### src/rtl/dispatch_decoder_if.sv
// Fetch-side and unit-side signal bundle for dispatch_decoder.
// in_valid/in_ready: a word transfers on a rising edge where both are high; in_ready never looks at in_valid.
interface dispatch_decoder_if #(
    parameter int IW = 16
);
    logic          in_valid;
    logic          in_ready;
    logic [IW-1:0] in_instr;
    logic          start_move;
    logic          start_movi;
    logic          start_ALU;
    logic          start_ALUI;
    logic [IW-1:0] op_instr;
    logic          done;

    modport master (
        output in_valid, in_instr, done,
        input  in_ready, start_move, start_movi, start_ALU, start_ALUI, op_instr
    );

    modport slave (
        input  in_valid, in_instr, done,
        output in_ready, start_move, start_movi, start_ALU, start_ALUI, op_instr
    );
endinterface

### src/rtl/dispatch_decoder.sv
// Queued instruction dispatcher: FIFO of instruction words, opcode classification of the head,
// registered start pulse per execution unit, and a done/timeout wait per issued instruction.
module dispatch_decoder #(
    parameter int IW      = 16,
    parameter int OPW     = 4,
    parameter int DEPTH   = 4,
    parameter int TIMEOUT = 255
) (
    input  logic                     clk,
    input  logic                     rst,
    input  logic                     enable,
    dispatch_decoder_if.slave        bus,
    output logic                     busy,
    output logic                     illegal,
    output logic                     timeout,
    output logic [$clog2(DEPTH):0]   count,
    output logic [1:0]               dbg_state
);
    localparam int AW = $clog2(DEPTH);
    localparam int CW = AW + 1;

    localparam logic [1:0] S_IDLE  = 2'd0;
    localparam logic [1:0] S_ISSUE = 2'd1;
    localparam logic [1:0] S_WAIT  = 2'd2;

    localparam logic [OPW-1:0] OP_ALL_ONES = '1;
    localparam logic [15:0]    TIMER_LAST  = 16'(TIMEOUT - 1);
    localparam logic [CW-1:0]  FULL_COUNT  = CW'(DEPTH);

    // Class encoding: {move, movi, ALU, ALUI}; all-zero means illegal.
    function automatic logic [3:0] decode_class(input logic [OPW-1:0] op);
        logic [3:0] cls;
        cls = 4'b0000;
        if (op <= OPW'(6))           cls = 4'b0010;
        else if (op == OPW'(7))      cls = 4'b1000;
        else if (op == OPW'(8) || op == OPW'(9)) cls = 4'b0001;
        else if (op == OP_ALL_ONES)  cls = 4'b0100;
        return cls;
    endfunction

    logic [IW-1:0]  mem_q [DEPTH];
    logic [IW-1:0]  mem_d [DEPTH];
    logic [AW-1:0]  wr_ptr_q, wr_ptr_d;
    logic [AW-1:0]  rd_ptr_q, rd_ptr_d;
    logic [CW-1:0]  count_q, count_d;
    logic [1:0]     state_q, state_d;
    logic [15:0]    timer_q, timer_d;
    logic [IW-1:0]  op_instr_q, op_instr_d;
    logic [3:0]     start_q, start_d;
    logic           illegal_q, illegal_d;
    logic           timeout_q, timeout_d;

    logic [IW-1:0]  head;
    logic [3:0]     head_class;
    logic           in_ready_int;
    logic           push;
    logic           pop;

    assign head         = mem_q[rd_ptr_q];
    assign head_class   = decode_class(head[IW-1 -: OPW]);
    // Full refuses input even on a popping cycle, keeping in_ready a pure function of state.
    assign in_ready_int = (count_q != FULL_COUNT);
    assign push         = bus.in_valid && in_ready_int;
    assign pop          = (state_q == S_IDLE) && enable && (count_q != '0);

    always_comb begin
        mem_d      = mem_q;
        wr_ptr_d   = wr_ptr_q;
        rd_ptr_d   = rd_ptr_q;
        count_d    = count_q;
        state_d    = state_q;
        timer_d    = timer_q;
        op_instr_d = op_instr_q;
        start_d    = 4'b0000;
        illegal_d  = 1'b0;
        timeout_d  = 1'b0;

        if (push) begin
            mem_d[wr_ptr_q] = bus.in_instr;
            wr_ptr_d        = wr_ptr_q + AW'(1);
        end

        case ({push, pop})
            2'b10:   count_d = count_q + CW'(1);
            2'b01:   count_d = count_q - CW'(1);
            default: count_d = count_q;
        endcase

        case (state_q)
            S_IDLE: begin
                if (pop) begin
                    rd_ptr_d = rd_ptr_q + AW'(1);
                    if (head_class != 4'b0000) begin
                        op_instr_d = head;
                        state_d    = S_ISSUE;
                    end else begin
                        illegal_d = 1'b1;
                    end
                end
            end
            S_ISSUE: begin
                start_d = decode_class(op_instr_q[IW-1 -: OPW]);
                timer_d = '0;
                state_d = S_WAIT;
            end
            S_WAIT: begin
                if (bus.done) begin
                    state_d = S_IDLE;
                end else if (timer_q == TIMER_LAST) begin
                    timeout_d = 1'b1;
                    state_d   = S_IDLE;
                end else begin
                    timer_d = timer_q + 16'd1;
                end
            end
            default: state_d = S_IDLE;
        endcase
    end

    always_ff @(posedge clk) begin
        if (rst) begin
            wr_ptr_q   <= '0;
            rd_ptr_q   <= '0;
            count_q    <= '0;
            state_q    <= S_IDLE;
            timer_q    <= '0;
            op_instr_q <= '0;
            start_q    <= 4'b0000;
            illegal_q  <= 1'b0;
            timeout_q  <= 1'b0;
        end else begin
            wr_ptr_q   <= wr_ptr_d;
            rd_ptr_q   <= rd_ptr_d;
            count_q    <= count_d;
            state_q    <= state_d;
            timer_q    <= timer_d;
            op_instr_q <= op_instr_d;
            start_q    <= start_d;
            illegal_q  <= illegal_d;
            timeout_q  <= timeout_d;
        end
    end

    // Storage needs no reset: occupancy and pointers decide what is valid.
    always_ff @(posedge clk) begin
        mem_q <= mem_d;
    end

    assign bus.in_ready   = in_ready_int;
    assign bus.start_move = start_q[3];
    assign bus.start_movi = start_q[2];
    assign bus.start_ALU  = start_q[1];
    assign bus.start_ALUI = start_q[0];
    assign bus.op_instr   = op_instr_q;
    assign busy           = (state_q != S_IDLE) || (count_q != '0);
    assign illegal        = illegal_q;
    assign timeout        = timeout_q;
    assign count          = count_q;
    assign dbg_state      = state_q;
endmodule

### src/flat_wrapper.sv
// flat-port wrapper written by rule: the top's interface ports become plain ports
module dispatch_decoder_flat 
#(
    parameter int IW      = 16,
    parameter int OPW     = 4,
    parameter int DEPTH   = 4,
    parameter int TIMEOUT = 255
)
  (clk, rst, enable, busy, illegal, timeout, count, dbg_state, bus_in_valid, bus_in_instr, bus_done, bus_in_ready, bus_start_move, bus_start_movi, bus_start_ALU, bus_start_ALUI, bus_op_instr);
  dispatch_decoder_if #(.IW(IW)) bus_i ();
  input  logic clk;
  input  logic rst;
  input  logic enable;
  output logic busy;
  output logic illegal;
  output logic timeout;
  output logic [$clog2(DEPTH):0] count;
  output logic [1:0] dbg_state;
  input wire logic [$bits(bus_i.in_valid)-1:0] bus_in_valid;
  input wire logic [$bits(bus_i.in_instr)-1:0] bus_in_instr;
  input wire logic [$bits(bus_i.done)-1:0] bus_done;
  output wire logic [$bits(bus_i.in_ready)-1:0] bus_in_ready;
  output wire logic [$bits(bus_i.start_move)-1:0] bus_start_move;
  output wire logic [$bits(bus_i.start_movi)-1:0] bus_start_movi;
  output wire logic [$bits(bus_i.start_ALU)-1:0] bus_start_ALU;
  output wire logic [$bits(bus_i.start_ALUI)-1:0] bus_start_ALUI;
  output wire logic [$bits(bus_i.op_instr)-1:0] bus_op_instr;
  assign bus_i.in_valid = bus_in_valid;
  assign bus_i.in_instr = bus_in_instr;
  assign bus_i.done = bus_done;
  assign bus_in_ready = bus_i.in_ready;
  assign bus_start_move = bus_i.start_move;
  assign bus_start_movi = bus_i.start_movi;
  assign bus_start_ALU = bus_i.start_ALU;
  assign bus_start_ALUI = bus_i.start_ALUI;
  assign bus_op_instr = bus_i.op_instr;
  dispatch_decoder #(.IW(IW), .OPW(OPW), .DEPTH(DEPTH), .TIMEOUT(TIMEOUT)) u_core (.clk(clk), .rst(rst), .enable(enable), .bus(bus_i), .busy(busy), .illegal(illegal), .timeout(timeout), .count(count), .dbg_state(dbg_state));
endmodule
### config.mk
export PLATFORM = sky130hd
export DESIGN_NAME = dispatch_decoder_flat
export DESIGN_NICKNAME = d
export VERILOG_FILES = /design/src/rtl/dispatch_decoder_if.sv /design/src/rtl/dispatch_decoder.sv /design/src/flat_wrapper.sv
export SDC_FILE = /design/constraint.sdc
export NUM_CORES = 1
export LEC_CHECK = 0
export CAP_MARGIN = 20
export CORE_MARGIN = 2
export CORE_UTILIZATION = 50
export CTS_BUF_LIST = sky130_fd_sc_hd__clkbuf_16
export DETAILED_ROUTE_END_ITERATION = 10
export GPL_TIMING_DRIVEN = 0
export PLACE_DENSITY = 0.75
export SLEW_MARGIN = 20
export SYNTH_ARGS = -nofsm -noshare
export SYNTH_HDL_FRONTEND = slang
export SYNTH_SLANG_ARGS = --single-unit
### constraint.sdc
create_clock -name clk -period 1.95 [get_ports clk]
set_input_delay 0.195 -clock clk [delete_from_list [all_inputs] [get_ports clk]]
set_output_delay 0.195 -clock clk [all_outputs]
set_load 0.02 [all_outputs]
==> results by group, run 1 <==
Die
  – Initial core utilization: 0.513
  – Die height: 98.1 um
  – Die area: 0.00963 mm2
  – # IOs: 50
  – Core ar.: 0.00864 mm2
  – FP Rows: 34
  – Die width: 98.1 um

Synthesis
  – Cell taking the most area after synthesis: edfxtp_1
  – Count leader, synth: edfxtp_1
  – Cells after synthesis: 324
  – Yosys Warn Count: 0
  – Syn Area/Cell: 13.7 um2
  – Yosys reg bits: 111
  – Post-synth EDFFs: 64
  – Sequential share of the synthesized area: 0.646
  – Synth area leaders: edfxtp_1 43%, dfxtp_1 21%, mux4_2 7.6%
  – Mapped Area: 0.00443 mm2
  – Netlist cell types: 41
  – Synth Net Count: 353
  – Asr flop ratio synth: 0
  – Post-synth top cells: 64 x edfxtp_1, 47 x dfxtp_1, 35 x nor2_1
  – Synth top area share: 0.434
  – Main synth FF type: edfxtp_1

Placement
  – DP Area: 0.00510 mm2
  – RePlAce Congestion: 0.784
  – Placed cells: 480
  – Port Buf Inserts: 48
  – DP Wirelength: 5.35 mm

STA
  – Fin crit period: 1.97 ns
  – Worst-margin pin slew: 0.865 ns
  – Final Skew: 0.0116 ns
  – Hold Violations, Final: 0
  – FMAX: 509 MHz
  – RSZ-0062 raised after global routing: yes
  – Hold WS: 0.240 ns
  – Final number of setup-violating endpoints: 5
  – Final worst-path setup slack: -0.0161 ns
  – Final-report max-slew violation count: 0
  – Period utilization: 1.01
  – Slew margin rel.: 0.424

Cells and area
  – Finished Cell Area: 0.00551 mm2
  – Final Non-Filler Cells: 505
  – Antenna diodes: 0
  – Share of layout cells above drive strength 1: 0.174
  – Layout area overhead: 24.5%
  – Filler Cells Inserted: 648
  – Nets: 421

Drt
  – Wire per inst: 16.5 um
  – Avg Vias per Cell: 5.49
  – # DRC: 0
  – Final ANT Viol Nets: 0
  – Metal3 WL: 320 um
  – Met2 wire len: 4.26 mm
  – Routed metal-1 wirelength: 3.65 mm
  – First-pass DRT Iterations: 4
  – Initial drt markers: 122
  – DRT Wirelength: 8.35 mm
  – Via Count: 2,772
  – Top sig layer: met4

Global routing
  – First-pass GRT wire length: 13.8 mm
  – Initial antenna violation count: 0
  – GRT Overall Usage: 0.183
  – Pin count of the biggest net entering global routing: 20
  – Vias in the first global route: 2,861
  – Remaining global-route overflow: 0

Setup path
  – Data arrival, critical path: 2.17 ns
  – Worst path required time: 2.15 ns
  – CP endpoint kind: flop
  – Crit path kind: flop to flop
  – Crit start category: flop
  – Crit path max fanout: 10

Run status
  – Failing checks: setup timing
  – Outcome: finished, violations left

Job
  – Max-Cap Viols: 0

Clock network
  – CTS clk-pin slew, worst paths: 0.07 ns
  – Longest Clk Path Bufs: 2
  – Root Buffer: clkbuf_16
  – Sink Count: 111
  – H-Tree Level Count: 3
  – Hold-fix buffer count after cts: 0
  – CTS tree: yes
  – Clock Latency Late Sink: 0.34 ns
  – Num CTS Buffers: 9

Power and ir drop
  – Worst vdd ir: 0.629 mV
  – Pwr dens: 1240 mW/mm2
  – P_leak: 1.85 nW

Min path
  – Hold Path Class: primary input to flop
-- critical path: stages (launching register included) --
cell	delay [ns]
dfxtp_2	0.34
buf_12	0.11
mux4_2	0.52
o21a_4	0.24
a21oi_4	0.19
buf_12	0.17
mux2i_1	0.19
nor2_1	0.06
-- cell families after synthesis --
family / share of synthesized area
buffers and inverters: 0.0220
adder cells (fa/ha/maj): 0.0243
AND/OR/NAND/NOR: 0.132
multiplexers: 0.112
XOR/XNOR: 0.0257
flip-flops: 0.646
AO/OA/AOI/OAI: 0.0387
-- final timing paths --
check | slack, ns | to | startpoint | cells after the start
max | -0.02 | u_core.bus.op_instr[8] | u_core.rd_ptr_q[0] | 7
min | 0.24 | u_core.start_q[1] | rst | 2
max reg2reg | -0.02 | u_core.bus.op_instr[8] | u_core.rd_ptr_q[0] | 7
min reg2reg | 0.49 | u_core.bus.op_instr[1] | u_core.bus.op_instr[1] | 2
-- cells in the final DEF, fill, tap and decap left out, types with 7 or more instances in the layout --
master,n
clkbuf_16,9
nand3_1,10
a21oi_1,12
and3_1,7
mux2i_1,13
mux4_2,15
xor2_1,10
clkbuf_1,7
nand4_1,7
buf_4,9
dfxtp_1,39
clkdlybuf4s50_1,48
nor2_1,34
edfxtp_1,64
nand2_1,22
nor3_1,7
-- stage by stage --
stage,setup WS [ns],util,setup TNS [ns],power [mW]
3_3_place_gp,-0.307,0.591,-3.62,4.88
6_report,-0.0161,0.639,-0.0453,6.82
4_1_cts,-0.0356,0.633,-0.231,6.80
3_5_place_dp,-0.363,0.591,-4.39,4.94
5_1_grt,-0.0957,0.639,-0.813,7.14
2_1_floorplan,-0.0316,-,-0.299,4.32
-- registers in the layout, indices dropped and copies added (netlist names) --
name	cells
u_core.bus.op_instr	16
u_core.count	3
u_core.dbg_state	2
u_core.illegal	1
u_core.mem_q	64
u_core.rd_ptr_q	2
u_core.start_q	4
u_core.timeout	1
u_core.timer_q	16
u_core.wr_ptr_q	2
-- metal layers --
layer,track usage,vias up
li1,-,1340
met1,0.234,1367
met2,0.306,56
met3,0.0429,9
met4,0.0706,0
met5,0,-
-- final cells by class --
| type | instances | area [um2] | area share |
|---|---|---|---|
| buffer | 11 | 81.3 | 0.0147 |
| multi-input combinational | 192 | 1540 | 0.280 |
| inverter | 9 | 43.8 | 0.00794 |
| tap | 108 | 135 | 0.0245 |
| sequential | 111 | 2880 | 0.522 |
| clock inverter | 7 | 47.5 | 0.00862 |
| timing repair buffer | 58 | 559 | 0.101 |
| clock buffer | 9 | 225 | 0.0408 |
-- power breakdown --
part	internal, mW	switching [mW]
clock	0.872	0.812
sequential	2.78	0.172
combinational	1.09	1.08
total	4.75	2.07
-- repair_timing --
| action | in CTS | in global routing |
|---|---|---|
| pin swaps | 3 | 1 |
| gates resized for setup | 10 | 10 |
| setup endpoints to repair | 18 | 17 |
| buffers inserted | 9 | 1 |
Note: power is estimated with default switching activity, not from simulation.
==> run 2: changes to the inputs <==
- ABC_AREA: unset -> 1
- CELL_PAD_IN_SITES_DETAIL_PLACEMENT: unset -> 1
- CELL_PAD_IN_SITES_GLOBAL_PLACEMENT: unset -> 1
- CORE_UTILIZATION: 50 -> 43
- PLACE_DENSITY: 0.75 -> 0.78
- clock period: 1.95 -> 2.1 ns (I/O delays scaled with it)
==> run 2 against run 1 <==
Net effect: the run now ends clean; sequential cell count is the same; sequential power shrank 6.8%; clock power is essentially flat; critical endpoint is now u_core.count[2]; largest cell class unchanged; highest routed layer unchanged.
==> results by group, run 2 <==
Run status
  – Outcome: finished, final reports clean

Global routing
  – Pin count of the biggest net entering global routing: 21
  – Initial antenna violation count: 0
  – Remaining global-route overflow: 0
  – Vias in the first global route: 3,941
  – GRT Overall Usage: 0.220
  – First-pass GRT wire length: 19.6 mm

Drt
  – First-pass DRT Iterations: 4
  – Avg Vias per Cell: 5.29
  – Initial drt markers: 168
  – Wire per inst: 17.3 um
  – Final ANT Viol Nets: 0
  – DRT Wirelength: 12.3 mm
  – Via Count: 3,765
  – # DRC: 0

STA
  – Final number of setup-violating endpoints: 0
  – Setup TNS: 0 ns
  – Final Skew: 0.00936 ns
  – Hold Violations, Final: 0
  – FMAX: 509 MHz
  – RSZ-0062 raised after global routing: no
  – Final-report max-slew violation count: 0
  – Worst-margin pin slew: 0.681 ns
  – Period utilization: 0.935
  – Fin crit period: 1.96 ns
  – Slew margin rel.: 0.546

Setup path
  – Data arrival, critical path: 2.21 ns
  – Crit path cell chain: inv_1 -> nand3_1 -> nand2_4 -> ha_1 -> inv_1 -> fa_1 -> a21oi_1 -> o21ai_0 -> o21ai_1 -> a21oi_1
  – CP max stage delay: 0.37 ns
  – Worst r2r src: u_core.count[1]
  – Reg2Reg Capture Point: u_core.count[2]
  – Crit path kind: flop to flop
  – R2R setup slack: 0.14 ns
  – CP delay by family, top: adder cells
  – Slowest CP cell: fa_1
  – Buffers plus inverters on the worst setup path: 2
  – R2R cell count: 10
  – Worst path required time: 2.34 ns
  – CP endpoint kind: flop
  – Crit start category: flop
  – Crit path max fanout: 9

Min path
  – Hold_sp: rst
  – Hold Path Stages: 2
  – Min-Delay Endpoint: u_core.timer_q[1]
  – Hold Path Class: primary input to flop

Power and ir drop
  – Comb power frac: 0.348
  – Switching power: 2.44 mW
  – Flop pwr share: 0.408
  – Clock power frac: 0.244
  – Internal: 4.34 mW
  – P_leak: 2.10 nW
  – Pwr dens: 1160 mW/mm2
  – Worst vdd ir: 0.908 mV
  – Net Sw Frac: 0.360

Synthesis
  – Count leader, synth: nor2_1
  – Cell taking the most area after synthesis: edfxtp_1
  – Yosys reg bits: 111
  – Netlist cell types: 32
  – Post-synth EDFFs: 64
  – Syn Area/Cell: 9.47 um2
  – Synth Net Count: 533
  – Asr flop ratio synth: 0
  – Cells after synthesis: 504
  – Mapped Area: 0.00477 mm2
  – Synth top area share: 0.403
  – Main synth FF type: edfxtp_1
  – Yosys Warn Count: 0
  – Sequential share of the synthesized area: 0.600
  – Synth area leaders: edfxtp_1 40%, dfxtp_1 20%, nor2_1 7.1%
  – Post-synth top cells: 90 x nor2_1, 89 x nand2_1, 64 x edfxtp_1

Cells and area
  – Nets: 596
  – Antenna diodes: 0
  – Filler Cells Inserted: 1,245
  – Layout area overhead: 21.8%
  – Final Non-Filler Cells: 712
  – Most frequent cells in the layout: 88 x nand2_1, 85 x nor2_1, 64 x edfxtp_1
  – Multi-input logic area: 0.00164 mm2
  – Share of layout cells above drive strength 1: 0.0962
  – Top reg by flops: u_core.mem_q
  – Commonest non-fill, non-tap cell in the layout: nand2_1
  – Register area: 0.00286 mm2
  – Max FFs per register: 64

Die
  – Core ar.: 0.0108 mm2
  – Die area: 0.0120 mm2
  – Initial core utilization: 0.440
  – Die height: 109 um
  – # IOs: 50
  – FP Rows: 38
  – Die width: 109 um

Clock network
  – Num CTS Buffers: 9
  – CTS clk-pin slew, worst paths: 0.08 ns
  – Longest Clk Path Bufs: 2
  – CTS tree: yes
  – Clock Latency Late Sink: 0.36 ns
  – H-Tree Level Count: 3
  – Root Buffer: clkbuf_16
  – Sink Count: 111

Placement
  – RePlAce Congestion: 0.837
  – Placed cells: 696
  – DP Wirelength: 8.66 mm
  – Port Buf Inserts: 48

Job
  – Max-Cap Viols: 0
==> run 2: cell types whose count changed after synthesis, sizes merged, moves of 11 or more <==
cell	previous run	this run
a21oi	15	36
buf	3	14
inv	9	39
mux2i	13	0
mux4	16	0
nand2	22	94
nand3	12	28
nand3b	1	12
nor2	35	91
o21ai	6	31
o22ai	0	12
==> run 2: repair_timing <==
action,in CTS,in global routing
endpoints found under the setup margin,4,1
buffers inserted,1,0
pin swaps,0,1
gates resized for setup,3,3
hold buffers,0,0
==> run 2: cell families after synthesis <==
logic type | Yosys count | synth area share
simple gates | 239 | 0.217
flops | 111 | 0.600
compound gates | 79 | 0.0891
buf+inv | 61 | 0.0611
fa+ha+maj | 8 | 0.0225
xor+xnor | 6 | 0.0110
==> run 2: routing by layer <==
layer / wire (um) / GRT usage / up-vias / share of wire
met3: 528 / 0.0516 / 25 / 0.043
met4: 367 / 0.103 / 0 / 0.030
li1: - / - / 1813 / -
met5: 0 / 0 / - / 0
met2: 6360 / 0.399 / 86 / 0.52
met1: 5070 / 0.242 / 1841 / 0.41
==> run 2: power by group through the flow <==
stage / registers [mW] / logic, mW / clock network, mW
final: 2.76 / 2.36 / 1.66
after global routing: 2.79 / 2.58 / 1.77
after CTS: 2.76 / 2.37 / 1.69
after detailed placement: 2.80 / 2.33 / 0
after global placement: 2.79 / 2.23 / 0
after floorplan: 2.96 / 1.25 / 0
==> run 2: stage by stage <==
| step | power, mW | setup slack, ns | utilization | instance area (um2) | hold slack, ns |
|---|---|---|---|---|---|
| 5_1_grt | 7.14 | 0.00380 | 0.536 | 5820 | 0.297 |
| 2_1_floorplan | 4.21 | -0.0232 | - | 4780 | 0.309 |
| 6_report | 6.77 | 0.136 | 0.536 | 5820 | 0.253 |
| 3_3_place_gp | 5.02 | -0.531 | 0.501 | 5440 | 0.449 |
| 3_5_place_dp | 5.14 | -0.460 | 0.508 | 5510 | 0.460 |
| 4_1_cts | 6.82 | 0.0508 | 0.536 | 5810 | 0.268 |
==> run 2: worst max path at each step <==
stage / from / end / slack, ns / cells after the start
3_5_place_dp: enable / u_core.count[2] / -0.46 / 12
2_1_floorplan: u_core.count[1] / u_core.mem_q[0] / -0.02 / 4
3_3_place_gp: bus_in_valid / u_core.mem_q[48] / -0.53 / 3
5_1_grt: u_core.count[1] / u_core.count[2] / 0.004 / 10
4_1_cts: u_core.dbg_state[0] / u_core.count[2] / 0.05 / 11
6_report: u_core.count[1] / u_core.count[2] / 0.14 / 10
==> run 2: final cells by class <==
| type | count | area share |
|---|---|---|
| Inverter | 40 | 0.0267 |
| Multi-Input combinational cell | 332 | 0.283 |
| Clock buffer | 9 | 0.0387 |
| Sequential cell | 111 | 0.492 |
| Timing Repair Buffer | 53 | 0.0942 |
| Buffer | 20 | 0.0237 |
| Clock inverter | 7 | 0.0114 |
| Tap cell | 140 | 0.0301 |
==> run 2: worst reg2reg max path: stages (launching register included) <==
cell	delay (ns)
dfxtp_1	0.35
inv_1	0.11
nand3_1	0.16
nand2_4	0.17
ha_1	0.16
inv_1	0.06
fa_1	0.37
a21oi_1	0.14
o21ai_0	0.12
o21ai_1	0.14
a21oi_1	0.05
==> run 3: changes to the inputs <==
- CAP_MARGIN: 20 -> unset
==> results of run 3 <==
The final DEF is identical to that of run 2; final timing and power are the same.
